### src/rtl/updown_repeat_ctrl_pkg.sv
// Shared definitions for the up/down setpoint controller.
// Holds the step strobe codes, the FSM state encodings and a sizing helper.
// The sizing helper returns the repeat timer width.
package updown_repeat_ctrl_pkg;

  localparam logic [1:0] SEL_NONE = 2'b00;
  localparam logic [1:0] SEL_UP   = 2'b01;
  localparam logic [1:0] SEL_DN   = 2'b10;

  typedef enum logic [2:0] {
    IDLE     = 3'd0,
    UP_CHK   = 3'd1,
    UP_INC   = 3'd2,
    UP_HOLD  = 3'd3,
    DN_CHK   = 3'd4,
    DN_INC   = 3'd5,
    DN_HOLD  = 3'd6,
    WAIT_REL = 3'd7
  } state_e;

  function automatic int unsigned max_u(input int unsigned a, input int unsigned b);
    return (a > b) ? a : b;
  endfunction

  // Timer width is at least 1 bit, so that HOLD_CYCLES = REPEAT_CYCLES = 1 still
  // gives a legal vector.
  function automatic int unsigned timer_width(input int unsigned hold_c,
                                              input int unsigned rep_c);
    int unsigned w;
    w = $clog2(max_u(hold_c, rep_c));
    return (w < 1) ? 1 : w;
  endfunction

endpackage

### src/rtl/updown_repeat_ctrl_timer.sv
// Loadable down-counter that paces auto-repeat steps.
// Ports:
//   clk, rst  - clock and synchronous active-high reset.
//   ena       - clock enable; the count holds while it is low.
//   load      - load load_val on the next enabled edge.
//   load_val  - value to load.
//   zero      - combinational: the count is zero.
// The counter stops at zero. It never wraps.
module repeat_timer #(
  parameter int unsigned CNT_W = 1
) (
  input  logic             clk,
  input  logic             rst,
  input  logic             ena,
  input  logic             load,
  input  logic [CNT_W-1:0] load_val,
  output logic             zero
);

  logic [CNT_W-1:0] cnt_q;

  // Count register: load has priority over the decrement.
  always_ff @(posedge clk) begin
    if (rst) begin
      cnt_q <= '0;
    end else if (ena) begin
      if (load) begin
        cnt_q <= load_val;
      end else if (cnt_q != '0) begin
        cnt_q <= cnt_q - CNT_W'(1);
      end
    end
  end

  assign zero = (cnt_q == '0);

endmodule

### src/rtl/updown_repeat_ctrl.sv
// Up/down setpoint controller with saturation and press-and-hold auto-repeat.
// Ports:
//   clk, rst      - clock and synchronous active-high reset.
//   ena           - clock enable; while it is low, all state freezes and sel reads 00.
//   xu, xd        - level up/down requests. These are already debounced.
//   y             - registered setpoint.
//   sel           - step strobe: 01 up, 10 down, 00 none.
//   at_max/at_min - combinational limit flags on y.
module updown_repeat_ctrl
  import updown_repeat_ctrl_pkg::*;
#(
  parameter int unsigned WIDTH         = 7,
  parameter int unsigned MIN_VAL       = 0,
  parameter int unsigned MAX_VAL       = 100,
  parameter int unsigned RESET_VAL     = 0,
  parameter int unsigned STEP          = 1,
  parameter int unsigned HOLD_CYCLES   = 50_000_000,
  parameter int unsigned REPEAT_CYCLES = 10_000_000
) (
  input  logic             clk,
  input  logic             rst,
  input  logic             ena,
  input  logic             xu,
  input  logic             xd,
  output logic [WIDTH-1:0] y,
  output logic [1:0]       sel,
  output logic             at_max,
  output logic             at_min
);

  localparam int unsigned TW = timer_width(HOLD_CYCLES, REPEAT_CYCLES);
  localparam int unsigned EW = WIDTH + 1;

  if (MIN_VAL > RESET_VAL || RESET_VAL > MAX_VAL ||
      64'(MAX_VAL) >= (64'd1 << WIDTH) || STEP == 0 ||
      HOLD_CYCLES == 0 || REPEAT_CYCLES == 0) begin : g_bad_params
    $error("updown_repeat_ctrl: illegal parameter combination");
  end

  state_e         state_q;
  logic [WIDTH-1:0] y_q;
  logic           first_q;
  logic [1:0]     req;
  logic           timer_load;
  logic [TW-1:0]  timer_val;
  logic           timer_zero;

  // Saturating step values. The extra bit keeps y+STEP from wrapping.
  logic [EW-1:0]    y_ext;
  logic [EW-1:0]    y_up_sum;
  logic [EW-1:0]    y_dn_diff;
  logic [WIDTH-1:0] y_up_d;
  logic [WIDTH-1:0] y_dn_d;

  assign req       = {xd, xu};
  assign y_ext     = {1'b0, y_q};
  assign y_up_sum  = y_ext + EW'(STEP);
  assign y_dn_diff = y_ext - EW'(STEP);
  assign y_up_d    = (y_up_sum > EW'(MAX_VAL)) ? WIDTH'(MAX_VAL) : y_up_sum[WIDTH-1:0];
  assign y_dn_d    = (y_ext < (EW'(MIN_VAL) + EW'(STEP))) ? WIDTH'(MIN_VAL)
                                                          : y_dn_diff[WIDTH-1:0];

  // The timer is reloaded at every step. The first step of a press uses the
  // longer hold delay.
  assign timer_load = (state_q == UP_INC) || (state_q == DN_INC);
  assign timer_val  = first_q ? TW'(HOLD_CYCLES - 1) : TW'(REPEAT_CYCLES - 1);

  repeat_timer #(
    .CNT_W (TW)
  ) u_timer (
    .clk      (clk),
    .rst      (rst),
    .ena      (ena),
    .load     (timer_load),
    .load_val (timer_val),
    .zero     (timer_zero)
  );

  // Control FSM, first-step flag and setpoint register.
  always_ff @(posedge clk) begin
    if (rst) begin
      state_q <= IDLE;
      y_q     <= WIDTH'(RESET_VAL);
      first_q <= 1'b0;
    end else if (ena) begin
      case (state_q)
        IDLE: begin
          if (req == 2'b01) begin
            state_q <= UP_CHK;
            first_q <= 1'b1;
          end else if (req == 2'b10) begin
            state_q <= DN_CHK;
            first_q <= 1'b1;
          end
        end
        UP_CHK:   state_q <= (y_q == WIDTH'(MAX_VAL)) ? WAIT_REL : UP_INC;
        UP_INC: begin
          y_q     <= y_up_d;
          first_q <= 1'b0;
          state_q <= UP_HOLD;
        end
        UP_HOLD: begin
          if (req != 2'b01)   state_q <= WAIT_REL;
          else if (timer_zero) state_q <= UP_CHK;
        end
        DN_CHK:   state_q <= (y_q == WIDTH'(MIN_VAL)) ? WAIT_REL : DN_INC;
        DN_INC: begin
          y_q     <= y_dn_d;
          first_q <= 1'b0;
          state_q <= DN_HOLD;
        end
        DN_HOLD: begin
          if (req != 2'b10)   state_q <= WAIT_REL;
          else if (timer_zero) state_q <= DN_CHK;
        end
        WAIT_REL: if (req == 2'b00) state_q <= IDLE;
        default:  state_q <= IDLE;
      endcase
    end
  end

  // Moore strobe decode. The strobe is masked while the clock enable is low.
  always_comb begin
    sel = SEL_NONE;
    if (ena) begin
      if (state_q == UP_INC)      sel = SEL_UP;
      else if (state_q == DN_INC) sel = SEL_DN;
    end
  end

  assign y      = y_q;
  assign at_max = (y_q == WIDTH'(MAX_VAL));
  assign at_min = (y_q == WIDTH'(MIN_VAL));

endmodule

### config.mk
export PLATFORM = sky130hd
export DESIGN_NAME = updown_repeat_ctrl
export DESIGN_NICKNAME = d
export VERILOG_FILES = /design/src/rtl/updown_repeat_ctrl_pkg.sv /design/src/rtl/updown_repeat_ctrl_timer.sv /design/src/rtl/updown_repeat_ctrl.sv
export SDC_FILE = /design/constraint.sdc
export NUM_CORES = 1
export LEC_CHECK = 0
export CAP_MARGIN = 20
export CORE_ASPECT_RATIO = 1.25
export CORE_MARGIN = 10
export CORE_UTILIZATION = 54
export DETAILED_ROUTE_END_ITERATION = 8
export HOLD_SLACK_MARGIN = 0.03
export PLACE_DENSITY = 0.76
export RECOVER_POWER = 50
export SLEW_MARGIN = 20
export SYNTH_ARGS = -nofsm -noshare
export SYNTH_HDL_FRONTEND = slang
export SYNTH_SLANG_ARGS = --single-unit
### constraint.sdc
create_clock -name clk -period 2.1 [get_ports clk]
set_clock_uncertainty 0.05 [all_clocks]
set_input_delay 0.315 -clock clk [delete_from_list [all_inputs] [get_ports clk]]
set_output_delay 0.315 -clock clk [all_outputs]
set_load 0.03 [all_outputs]
==> flow_results.org <==
** Status
- Outcome :: finished, violations left
- Violations in the final reports :: negative setup slack

** Setup path
- Data arrives at the worst endpoint at 2.34 ns.
- Reg-to-reg startpoint :: u_timer.cnt_q[16]
- Along the worst path, the maximum fanout reaches 7.
- The number of cells on the worst reg-to-reg path is 8.
- Largest incremental delay on the critical path :: around 0.38 ns
- The critical path is of the reg2reg type.
- The worst setup path is launched from a flop.
- For flop-to-flop paths, the worst setup slack is -0.08 ns.
- Kind of end point of the critical path :: flop
- Beginning of the critical path :: u_timer.cnt_q[16]
- The largest individual stage delay along the critical path comes from the cell o21ai_4.
- The signal on the critical path passes through nor4_4, buf_4, nand4_1, o21ai_4, clkbuf_16, buf_8, o2111ai_1, o31ai_1.
- Data on the critical path is required at its endpoint by around 2.3 ns.
- Following the worst setup path forward leads to its endpoint at u_timer.cnt_q[18].
- The worst register-to-register path ends at u_timer.cnt_q[18].

** Detailed routing
- Residual DRC :: 0
- Vias :: between 3000 and 4000
- Number of DRC markers after the initial detailed-route iteration :: between 200 and 300
- Number of detailed-route iterations in the first pass :: 5
- Via count normalized by instance count :: about 6.9
- In this run the remaining antenna-violating nets after routing total 0.
- Final routed wirelength across all metal layers :: ~9300 um
- Average wire per cell in the routed design :: 19.85 um

** Place
- Area of placed instances :: 3228 um^2
- Routability congestion estimate :: roughly 0.94
- During placement, the flow inserted port buffers numbering 15.
- Post-placement cell count :: 451
- After legalization and detailed placement, the total HPWL measured 5919 um.

** Power and ir drop
- Total design power :: 5.494 mW
- Worst supply voltage drop on vdd :: between 1500 and 2000 uV
- Power spread over the standard cell area amounts to 1503 nW/um^2.
- Leakage power figure :: between 1 and 1.5 nW

** Cells and area
- Final std cell area, no fill :: around 3700 um^2
- Leaving out filler cells and counting taps, the final layout contains approximately 470.
- The area growth from synthesis to layout is 38.24%.
- Net count, final :: ~420
- Of the cells placed in the final design, the portion with a size suffix greater than 1 is 0.3285.
- The number of antenna diodes in the final layout is 0.
- For this run, the share of the core covered by cells in the final layout is 0.7728.

** Floorplan
- After floorplanning, the core was divided into 28 placement rows.
- The die covers roughly 8000 um^2.
- Pin placement for this block handled 16 I/O pins.
- Core outline area :: 4730 um^2
- The floorplan step set the die width to ~83 um.
- Starting utilization of the core area :: 0.5590
- The die is 98.23 um tall.

** STA
- Setup repair after global routing could not meet its margin everywhere.
- Final count of hold timing violations :: 0
- Final Setup Violations :: 13
- Tcrit/Tclk final :: 1.037
- Headroom to the max-slew limit :: 0.5978
- At the pin with the least slew margin, the transition time is ~0.6 ns.
- Highest achievable clock rate :: about 0.46 GHz
- Setup total negative slack on the finished layout was measured at -0.5113 ns.
- The number of max-slew violations in the final report came to 0.
- In the post-route analysis, the smallest setup slack over all paths is -0.07847 ns.
- Clock period minus final worst setup slack :: 2.178 ns

** Synthesis
- Synthesis produced a netlist with a net count of between 300 and 400.
- FF+latch count, synth :: 37
- For this run, the register share of the synthesized area comes to 0.2802.
- The most used flip-flop cell after synthesis is dfxtp_1.
- In this run, synthesis inferred 0 flip-flops with an integrated enable.
- dfxtp_1 takes more of the synthesized area than any other cell.
- Share of flip-flops with an asynchronous set or reset :: 0
- Instance count of the mapped netlist :: 343
- The Yosys step of the flow raised 0 warnings.
- Combined area of all synthesized cells :: about 2600 um^2
- Area share of the largest cell type after synthesis :: 0.2802
- The synthesized netlist contains 64 unique library cells.
- Top post-synthesis cells by area :: dfxtp_1 (28%), o31ai_1 (4.0%), a31oi_1 (3.8%), o21ai_0 (3.8%), nand2_1 (3.5%)
- Mean Syn Cell Area :: 7.708 um^2

** Clocking
- After clock tree synthesis, the clock-pin slew on the worst setup and hold paths is ~0.07 ns.
- Buffer type at the clock tree root :: clkbuf_8
- In this run, post-CTS hold repair placed 0 buffers.
- Clock latency on the worst-skew pair, taken at its later pin, is 0.29 ns.
- Maximum count of clock buffers along a single path :: 2
- Max H-tree Level :: 2
- Clock tree from TritonCTS :: done
- Inserted Clock Buffers :: 5
- Clock sink count :: 37

** Global route
- Global-route met2 utilization :: 0.3581
- For this run, global-route usage on met3 was measured as 0.03853.
- The via count of the first global-routing pass is 3021.
- Entering global routing, the biggest net connects 29 pins.
- Met1 capacity usage during global routing :: 0.2236
- The initial antenna violation count is 0.
- For this run the aggregate overflow at the end of global routing stands at 0.
- Global-route wire length before repair :: approximately 14000 um
- met2 is the most crowded layer.
- GRT Overall Usage :: 0.2038

** Run
- Across the run, the number of max-cap violations was 0.

** Min path
- Worst min path class :: reg2reg
## power breakdown
part / switching (mW) / leakage, nW / internal [mW]
Clock: 0.264 / 0.0443 / 0.261
Sequential: 0.268 / 0.306 / 0.955
Combinational: 1.94 / 1.10 / 1.81
Total: 2.47 / 1.45 / 3.02
## synth_stat cells (3+ instances only)
master / n
ha_1: 6
o31ai_1: 14
a211o_1: 3
nand2b_1: 3
nor3_1: 11
mux2i_1: 3
o21ai_0: 20
nor2_1: 23
or4_1: 10
a21boi_0: 3
xnor2_1: 3
o32ai_1: 3
a21oi_1: 11
clkbuf_1: 19
nand2_1: 25
o31a_1: 5
nand3_1: 8
and3_1: 3
a31oi_1: 16
nor4_1: 5
o22ai_1: 3
or3_1: 14
a22oi_1: 8
dfxtp_1: 37
o2111ai_1: 5
or2_2: 4
or3_2: 4
buf_1: 3
inv_1: 14
nand3b_1: 4
a211oi_1: 4
nand4_1: 8
## what timing repair did
item                                    CTS  global route
resized for setup                         8            49
pin swaps                                 2            27
gates cloned                              0             2
endpoints found under the setup margin    6            35
buffers inserted                          1            10
## worst max-delay path, delay by kind of cell (launching register included)
| family | cells | cell delay (ns) |
|---|---|---|
| AOI/OAI and AO/OA | 3 | 0.62 |
| and+or+nand+nor | 2 | 0.54 |
| DFF | 1 | 0.37 |
| buffers and inverters | 3 | 0.50 |
## worst min path at each step
stage                     start               end  slack [ns]  cells past startpoint
2_1_floorplan  u_timer.cnt_q[9]  u_timer.cnt_q[9]        0.41                      2
3_3_place_gp   u_timer.cnt_q[1]  u_timer.cnt_q[1]        0.43                      2
3_5_place_dp   u_timer.cnt_q[9]  u_timer.cnt_q[9]        0.45                      2
4_1_cts        u_timer.cnt_q[1]  u_timer.cnt_q[1]        0.46                      2
5_1_grt        u_timer.cnt_q[1]  u_timer.cnt_q[1]        0.48                      2
6_report       u_timer.cnt_q[1]  u_timer.cnt_q[1]        0.46                      2
## final cells by class
type                            count  area [um^2]
Clock buffer                        7        86.33
Fill cell                         332         1075
Inverter                           14        55.05
Multi-Input combinational cell    268         1956
Sequential cell                    37        757.0
Tap cell                           60        75.07
Timing Repair Buffer               85        725.7
## metrics by stage
step                      hold WS (ns)  setup slack (ns)
after global routing            0.4808           -0.1117
after global placement          0.4342           0.03903
after floorplan                 0.4125          -0.02190
final                           0.4627          -0.07847
after CTS                       0.4568         -0.007197
after detailed placement        0.4509          -0.02269
## registers in the layout, summed over array words and instances (netlist names)
| name | cells |
|---|---|
| y | 7 |
| u_timer.cnt_q | 26 |
| first_q | 1 |
| state_q | 3 |
## layer usage
metal  share of wire  wire length [um]
met1            0.35              3292
met2            0.52              4867
met4           0.049               456
met3           0.078               733
met5               0                 0
## kinds of logic (layout without fill, tap and decap cells)
kind of cell,count (synthesis),after routing,synth area share
xor+xnor,3,3,0.009940
flops,37,37,0.2802
compound gates,118,118,0.3185
fa+ha+maj,6,6,0.02839
simple gates,138,138,0.2967
buf+inv,38,106,0.05490
mux,3,3,0.01136
## layout by cell type, fill, tap and decap left out, drive strengths merged, types with 3 or more instances in the layout
cell           instances
a22oi                  8
xnor2                  3
nor2                  23
mux2i                  3
nor4                   5
ha                     6
or3                   18
buf                   71
o22ai                  3
clkbuf                10
or4                   12
o31a                   5
dlygate4sd3            6
inv                   14
o21ai                 21
a21boi                 3
nand3b                 4
a211oi                 4
clkdlybuf4s50          5
nand2                 26
dfxtp                 37
nand4                  8
a211o                  3
or2                    4
a31oi                 16
nor3                  12
and3                   3
o32ai                  3
nand2b                 3
o31ai                 14
and2                   3
a21oi                 12
nand3                  9
o2111ai                5
Power figures use the tool's default switching activity.
